## config.mk

```make
export PLATFORM = sky130hd
export DESIGN_NAME = ghash_ctrl_fsm
export DESIGN_NICKNAME = d
export VERILOG_FILES = /design/src/rtl/ghash_ctrl_fsm.sv
export SDC_FILE = /design/constraint.sdc
export NUM_CORES = 1
export LEC_CHECK = 0
export CORE_MARGIN = 10
export CORE_UTILIZATION = 47
export DETAILED_ROUTE_END_ITERATION = 10
export GPL_TIMING_DRIVEN = 0
export PLACE_DENSITY = 0.84
export SYNTH_ARGS = -nofsm -noshare
export SYNTH_HDL_FRONTEND = slang
export SYNTH_SLANG_ARGS = --single-unit
```

## constraint.sdc

```tcl
create_clock -name clk -period 2.1 [get_ports clk]
set_clock_uncertainty 0.15 [all_clocks]
set_input_delay 0.315 -clock clk [delete_from_list [all_inputs] [get_ports clk]]
set_output_delay 0.315 -clock clk [all_outputs]
set_load 0.005 [all_outputs]
```

## src/rtl/ghash_ctrl_fsm.sv

```systemverilog
// GHASH sequencing controller: loads H, zeroes S, then streams AAD, CT and LEN blocks
// through the accumulate/multiply loop. Define GHASH_CTRL_ABORT_EN to add the abort input.
module ghash_ctrl_fsm #(
    parameter int CNT_W = 16
) (
    input  logic             clk,
    input  logic             rst,
    input  logic             start,
    input  logic [CNT_W-1:0] aad_blocks,
    input  logic [CNT_W-1:0] ct_blocks,
    input  logic             h_valid,
    input  logic             blk_valid,
`ifdef GHASH_CTRL_ABORT_EN
    input  logic             abort,
`endif
    output logic             blk_ready,
    output logic             h_reg_en,
    output logic             ac_clr,
    output logic             ac_reg_en,
    output logic             s_reg_en,
    output logic [1:0]       mux_sel,
    output logic             busy,
    output logic             done
);

    typedef enum logic [2:0] {
        S_IDLE, S_LOAD_H, S_ZERO_S, S_FETCH, S_MUL, S_DONE
    } state_e;

    typedef enum logic [1:0] {
        SEL_AAD = 2'b00,
        SEL_CT  = 2'b01,
        SEL_LEN = 2'b10
    } sel_e;

    state_e            state_q, state_d;
    logic [CNT_W-1:0]  aad_cnt_q, aad_cnt_d;
    logic [CNT_W-1:0]  ct_cnt_q, ct_cnt_d;
    sel_e              mux_sel_q, mux_sel_d;
    logic              abort_w;

`ifdef GHASH_CTRL_ABORT_EN
    assign abort_w = abort && (state_q != S_IDLE);
`else
    assign abort_w = 1'b0;
`endif

    // Phase is picked from the remaining counts; the LEN block always comes last.
    function automatic sel_e phase_sel(input logic [CNT_W-1:0] aad_c,
                                       input logic [CNT_W-1:0] ct_c);
        if (aad_c != '0)     return SEL_AAD;
        else if (ct_c != '0) return SEL_CT;
        else                 return SEL_LEN;
    endfunction

    // NOTE: state registers use non-blocking assignments so every flop samples
    // the pre-edge value of its neighbours, independent of process ordering.
    always_ff @(posedge clk or negedge rst) begin
        if (!rst) begin
            state_q   <= S_IDLE;
            aad_cnt_q <= '0;
            ct_cnt_q  <= '0;
            mux_sel_q <= SEL_AAD;
        end else begin
            state_q   <= state_d;
            aad_cnt_q <= aad_cnt_d;
            ct_cnt_q  <= ct_cnt_d;
            mux_sel_q <= mux_sel_d;
        end
    end

    // NOTE: every signal written here gets a default first, so no path through
    // the case statement can leave one unassigned and infer a latch.
    always_comb begin
        state_d   = state_q;
        aad_cnt_d = aad_cnt_q;
        ct_cnt_d  = ct_cnt_q;
        mux_sel_d = mux_sel_q;
        unique case (state_q)
            S_IDLE: begin
                if (start) begin
                    aad_cnt_d = aad_blocks;
                    ct_cnt_d  = ct_blocks;
                    state_d   = S_LOAD_H;
                end
            end
            S_LOAD_H: begin
                if (h_valid) state_d = S_ZERO_S;
            end
            S_ZERO_S: begin
                state_d   = S_FETCH;
                mux_sel_d = phase_sel(aad_cnt_q, ct_cnt_q);
            end
            S_FETCH: begin
                if (blk_valid) begin
                    if (mux_sel_q == SEL_AAD && aad_cnt_q != '0)
                        aad_cnt_d = aad_cnt_q - CNT_W'(1);
                    else if (mux_sel_q == SEL_CT && ct_cnt_q != '0)
                        ct_cnt_d = ct_cnt_q - CNT_W'(1);
                    state_d = S_MUL;
                end
            end
            S_MUL: begin
                if (mux_sel_q == SEL_LEN) begin
                    state_d = S_DONE;
                end else begin
                    state_d   = S_FETCH;
                    mux_sel_d = phase_sel(aad_cnt_q, ct_cnt_q);
                end
            end
            S_DONE: begin
                state_d   = S_IDLE;
                mux_sel_d = SEL_AAD;
            end
            default: begin
                state_d   = S_IDLE;
                mux_sel_d = SEL_AAD;
            end
        endcase
        // Abort wins over anything else, including a handshake this cycle.
        if (abort_w) begin
            state_d   = S_IDLE;
            aad_cnt_d = '0;
            ct_cnt_d  = '0;
            mux_sel_d = SEL_AAD;
        end
    end

    always_comb begin
        blk_ready = 1'b0;
        h_reg_en  = 1'b0;
        ac_clr    = 1'b0;
        ac_reg_en = 1'b0;
        s_reg_en  = 1'b0;
        busy      = (state_q != S_IDLE);
        done      = 1'b0;
        unique case (state_q)
            S_LOAD_H: begin
                h_reg_en = h_valid;
                ac_clr   = h_valid;
            end
            S_ZERO_S: s_reg_en = 1'b1;
            S_FETCH: begin
                blk_ready = 1'b1;
                ac_reg_en = blk_valid && !abort_w;
            end
            S_MUL:   s_reg_en = 1'b1;
            S_DONE:  done     = 1'b1;
            default: ;
        endcase
        if (abort_w) ac_clr = 1'b1;
    end

    assign mux_sel = mux_sel_q;

endmodule

```

==> impl_metrics.env <==
export IMPL_nets=431
export IMPL_n_antenna_cell=0
export IMPL_p_switching_mw=2.94
export IMPL_cpPeakStageDelay_ps=500
export IMPL_hold_viol=23
export IMPL_final_cells=461
export IMPL_relSlewSlack_pct=41.1
export IMPL_synth_top_flop_cell="dfrtp_1"
export IMPL_finalSetupViolations=33
export IMPL_rows=26
export IMPL_dpl_cell_count=407
export IMPL_yosys_mux_area_fraction_pct=0.405
export IMPL_max_freq_mhz=411
export IMPL_place_ws_ps=-778
export IMPL_synth_top_family_by_area="compound AO/OA/AOI/OAI gates"
export IMPL_synthCells=292
export IMPL_yosysWarnings=0
export IMPL_vias=3267
export IMPL_clkLatencyLatePin_ps=310
export IMPL_critPathRequiredTime_ps=2120
export IMPL_synth_compound_area_share_pct=31.4
export IMPL_synth_seq_cells=37
export IMPL_synth_area_mm2=0.00247
export IMPL_clk_pin_slew_ps=90
export IMPL_vias_per_cell=7.09
export IMPL_synth_distinct_cells=51
export IMPL_cts_buffers=5
export IMPL_syn_nets=333
export IMPL_clock_sinks=37
export IMPL_clk_path_buf_depth=2
export IMPL_yosys_area_share_adder_pct=2.02
export IMPL_drc=0
export IMPL_hold_path_class="in -> async"
export IMPL_multiInputGateArea_mm2=0.00181
export IMPL_post_drt_wl_per_cell_um=24.2
export IMPL_timing_critical_path_max_delay_family="simple AND/OR/NAND/NOR gates"
export IMPL_drive_gt1_share_pct=39.1
export IMPL_cts_tree="built"
export IMPL_htreeDepth=2
export IMPL_start_util_pct=48.4
export IMPL_critPathSlowestCell="or4_4"
export IMPL_ys_seq_area_share_pct=37.4
export IMPL_setup_tns_ps=-3830
export IMPL_synthSimpleGateAreaFrac_pct=23.4
export IMPL_total_power_mw=6.37
export IMPL_synth_edf_count=0
export IMPL_synthXorXnorAreaFrac_pct=0
export IMPL_combPwrFrac_pct=64.4
export IMPL_end_kind="register"
export IMPL_core_mm2=0.00511
export IMPL_hold_buffers=0
export IMPL_clockRootBuffer="clkbuf_8"
export IMPL_swShare_pct=46.0
export IMPL_worst_slack_ps=-331
export IMPL_crit_type="reg -> reg"
export IMPL_setup_worst_path_start_class="register"
export IMPL_die_x_um=92.5
export IMPL_grt_use_total_pct=21.1
export IMPL_postRouteAntennaNets=0
export IMPL_antenna_found_initial=0
export IMPL_cp_num_buf_inv=1
export IMPL_holdWs_ps=-37.3
export IMPL_grt_pass1_wl_um=14800
export IMPL_tightest_slew_ps=883
export IMPL_power_frac_clock_pct=12.0
export IMPL_drv_cap=0
export IMPL_crit_fanout=5
export IMPL_violations="negative hold slack, negative setup slack"
export IMPL_powerDensity_mw_per_mm2=1580
export IMPL_avgSynthCellArea_um2=8.47
export IMPL_drt_pass1_iter_count=6
export IMPL_final_max_slew_viol_count=0
export IMPL_power_frac_seq_pct=23.5
export IMPL_overflow=0
export IMPL_grt_max_degree=38
export IMPL_n_fill_cell=287
export IMPL_p_leak_nw=1.58
export IMPL_layout_common_cells="buf_4, clkdlybuf4s50_1, dfrtp_1, a21oi_1, nor2_1"
export IMPL_area_delta_synth_final_pct=63.1
export IMPL_fin_crit_sh_pct=116
export IMPL_final_common_cell="buf_4"
export IMPL_rsz0062_at_grt="yes"
export IMPL_regArea_um2=931
export IMPL_die_h_um=92.5
export IMPL_intPower_mw=3.44
export IMPL_io_pins=46
export IMPL_drt_iter0_drc=487
export IMPL_status="finished, violations left"
export IMPL_grt_pass1_vias=3021
export IMPL_dp_hpwl_um=5110
export IMPL_wl_um=11100
export IMPL_gp_congestion=0.858
export IMPL_peakVddDrop_uv=752
export IMPL_path_cells="inv_2 -> ha_4 -> or4b_4 -> or4_4 -> nor3_4 -> o22ai_1 -> o2bb2ai_1"
export IMPL_port_buffers=45
export IMPL_async_reset_ff_share_pct=100
export IMPL_die_area_mm2=0.00856
export IMPL_layout_min_cycle_time_ps=2430
export IMPL_arrival_ps=2450
state kept, by name (all words and copies together) (netlist names):
| register | flops |
|---|---|
| aad_cnt_q | 16 |
| ct_cnt_q | 16 |
| mux_sel | 2 |
| state_q | 3 |
worst register-to-register path, stage by stage, from the launching register on:
cell       delay (ps)
dfrtp_1           420
inv_2             110
ha_4              130
or4b_4            490
or4_4             500
nor3_4            200
o22ai_1           100
o2bb2ai_1         190
cell usage after synthesis, drive strengths merged (3+ instances only):
cell | count | share of area, %
dfrtp | 37 | 37
o21ai | 37 | 7.5
a21oi | 31 | 6.3
nor2 | 21 | 3.5
nand2 | 19 | 2.9
o2bb2ai | 16 | 5.7
nor3 | 13 | 2.8
buf | 11 | 2.6
nor4 | 11 | 2.8
clkbuf | 10 | 1.5
inv | 8 | 1.2
o22ai | 7 | 1.8
nand3 | 6 | 1.2
o31a | 6 | 2.5
nor3b | 5 | 1.5
or3 | 5 | 1.7
a22oi | 4 | 1.2
ha | 4 | 2.0
nor2b | 4 | 1.0
o21a | 4 | 1.2
o22a | 4 | 1.4
o31ai | 3 | 0.91
layer usage:
metal / global-route usage (%) / part of all wire, % / vias up
li1: - / - / 1312
met1: 24.9 / 35 / 1534
met2: 35.6 / 46 / 329
met3: 5.57 / 12 / 92
met4: 9.00 / 6.6 / 0
met5: 0 / 0 / -
stage by stage:
step / instance area, µm² / utilization (%) / hold slack (ps)
floorplan: 2490 / - / -131
global placement: 3030 / 59.3 / 328
detailed placement: 3020 / 59.2 / 320
CTS: 3650 / 71.4 / 1.87
global route: 4040 / 79.0 / 23.6
finish: 4040 / 79.0 / -37.3
final cells by class:
type / instances / share of cell area, %
clock inverter: 3 / 1.61
buffer: 21 / 4.71
inverter: 8 / 0.837
multi-input combinational: 226 / 44.8
clock buffer: 5 / 1.71
timing repair buffer: 91 / 21.1
tap: 70 / 2.17
sequential: 37 / 23.1
worst paths after layout:
check	start	end	slack (ps)	cells past startpoint
worst max-delay path	ct_cnt_q[1]	ct_cnt_q[14]	-330	7
worst min-delay path	rst	ct_cnt_q[4]	-40	1
worst max register to register	ct_cnt_q[1]	ct_cnt_q[14]	-330	7
worst min register to register	aad_cnt_q[14]	aad_cnt_q[14]	350	2
max in group asynchronous	rst	ct_cnt_q[10]	1200	1
min in group clk	start	state_q[0]	330	2
what timing repair did:
action	CTS	global route
pin swaps	5	30
setup buffers	25	17
gates cloned	2	2
resized for setup	77	82
setup endpoints to repair	40	37
power groups by stage:
stage	clock network [mW]	logic, mW	registers [mW]
after floorplan	0	1.66	1.29
after global placement	0	2.24	1.35
after detailed placement	0	2.30	1.37
after CTS	0.750	2.97	1.38
after global routing	0.778	4.29	1.53
final	0.767	4.11	1.50
logic make-up (layout without fill, tap and decap cells):
group / count (synthesis) / in the layout
DFF: 37 / 37
AOI/OAI and AO/OA: 120 / 120
muxes: 1 / 1
and+or+nand+nor: 101 / 101
adders and majority gates: 4 / 4
buffers and inverters: 29 / 128
No activity file was read; power rests on OpenSTA's default activity.
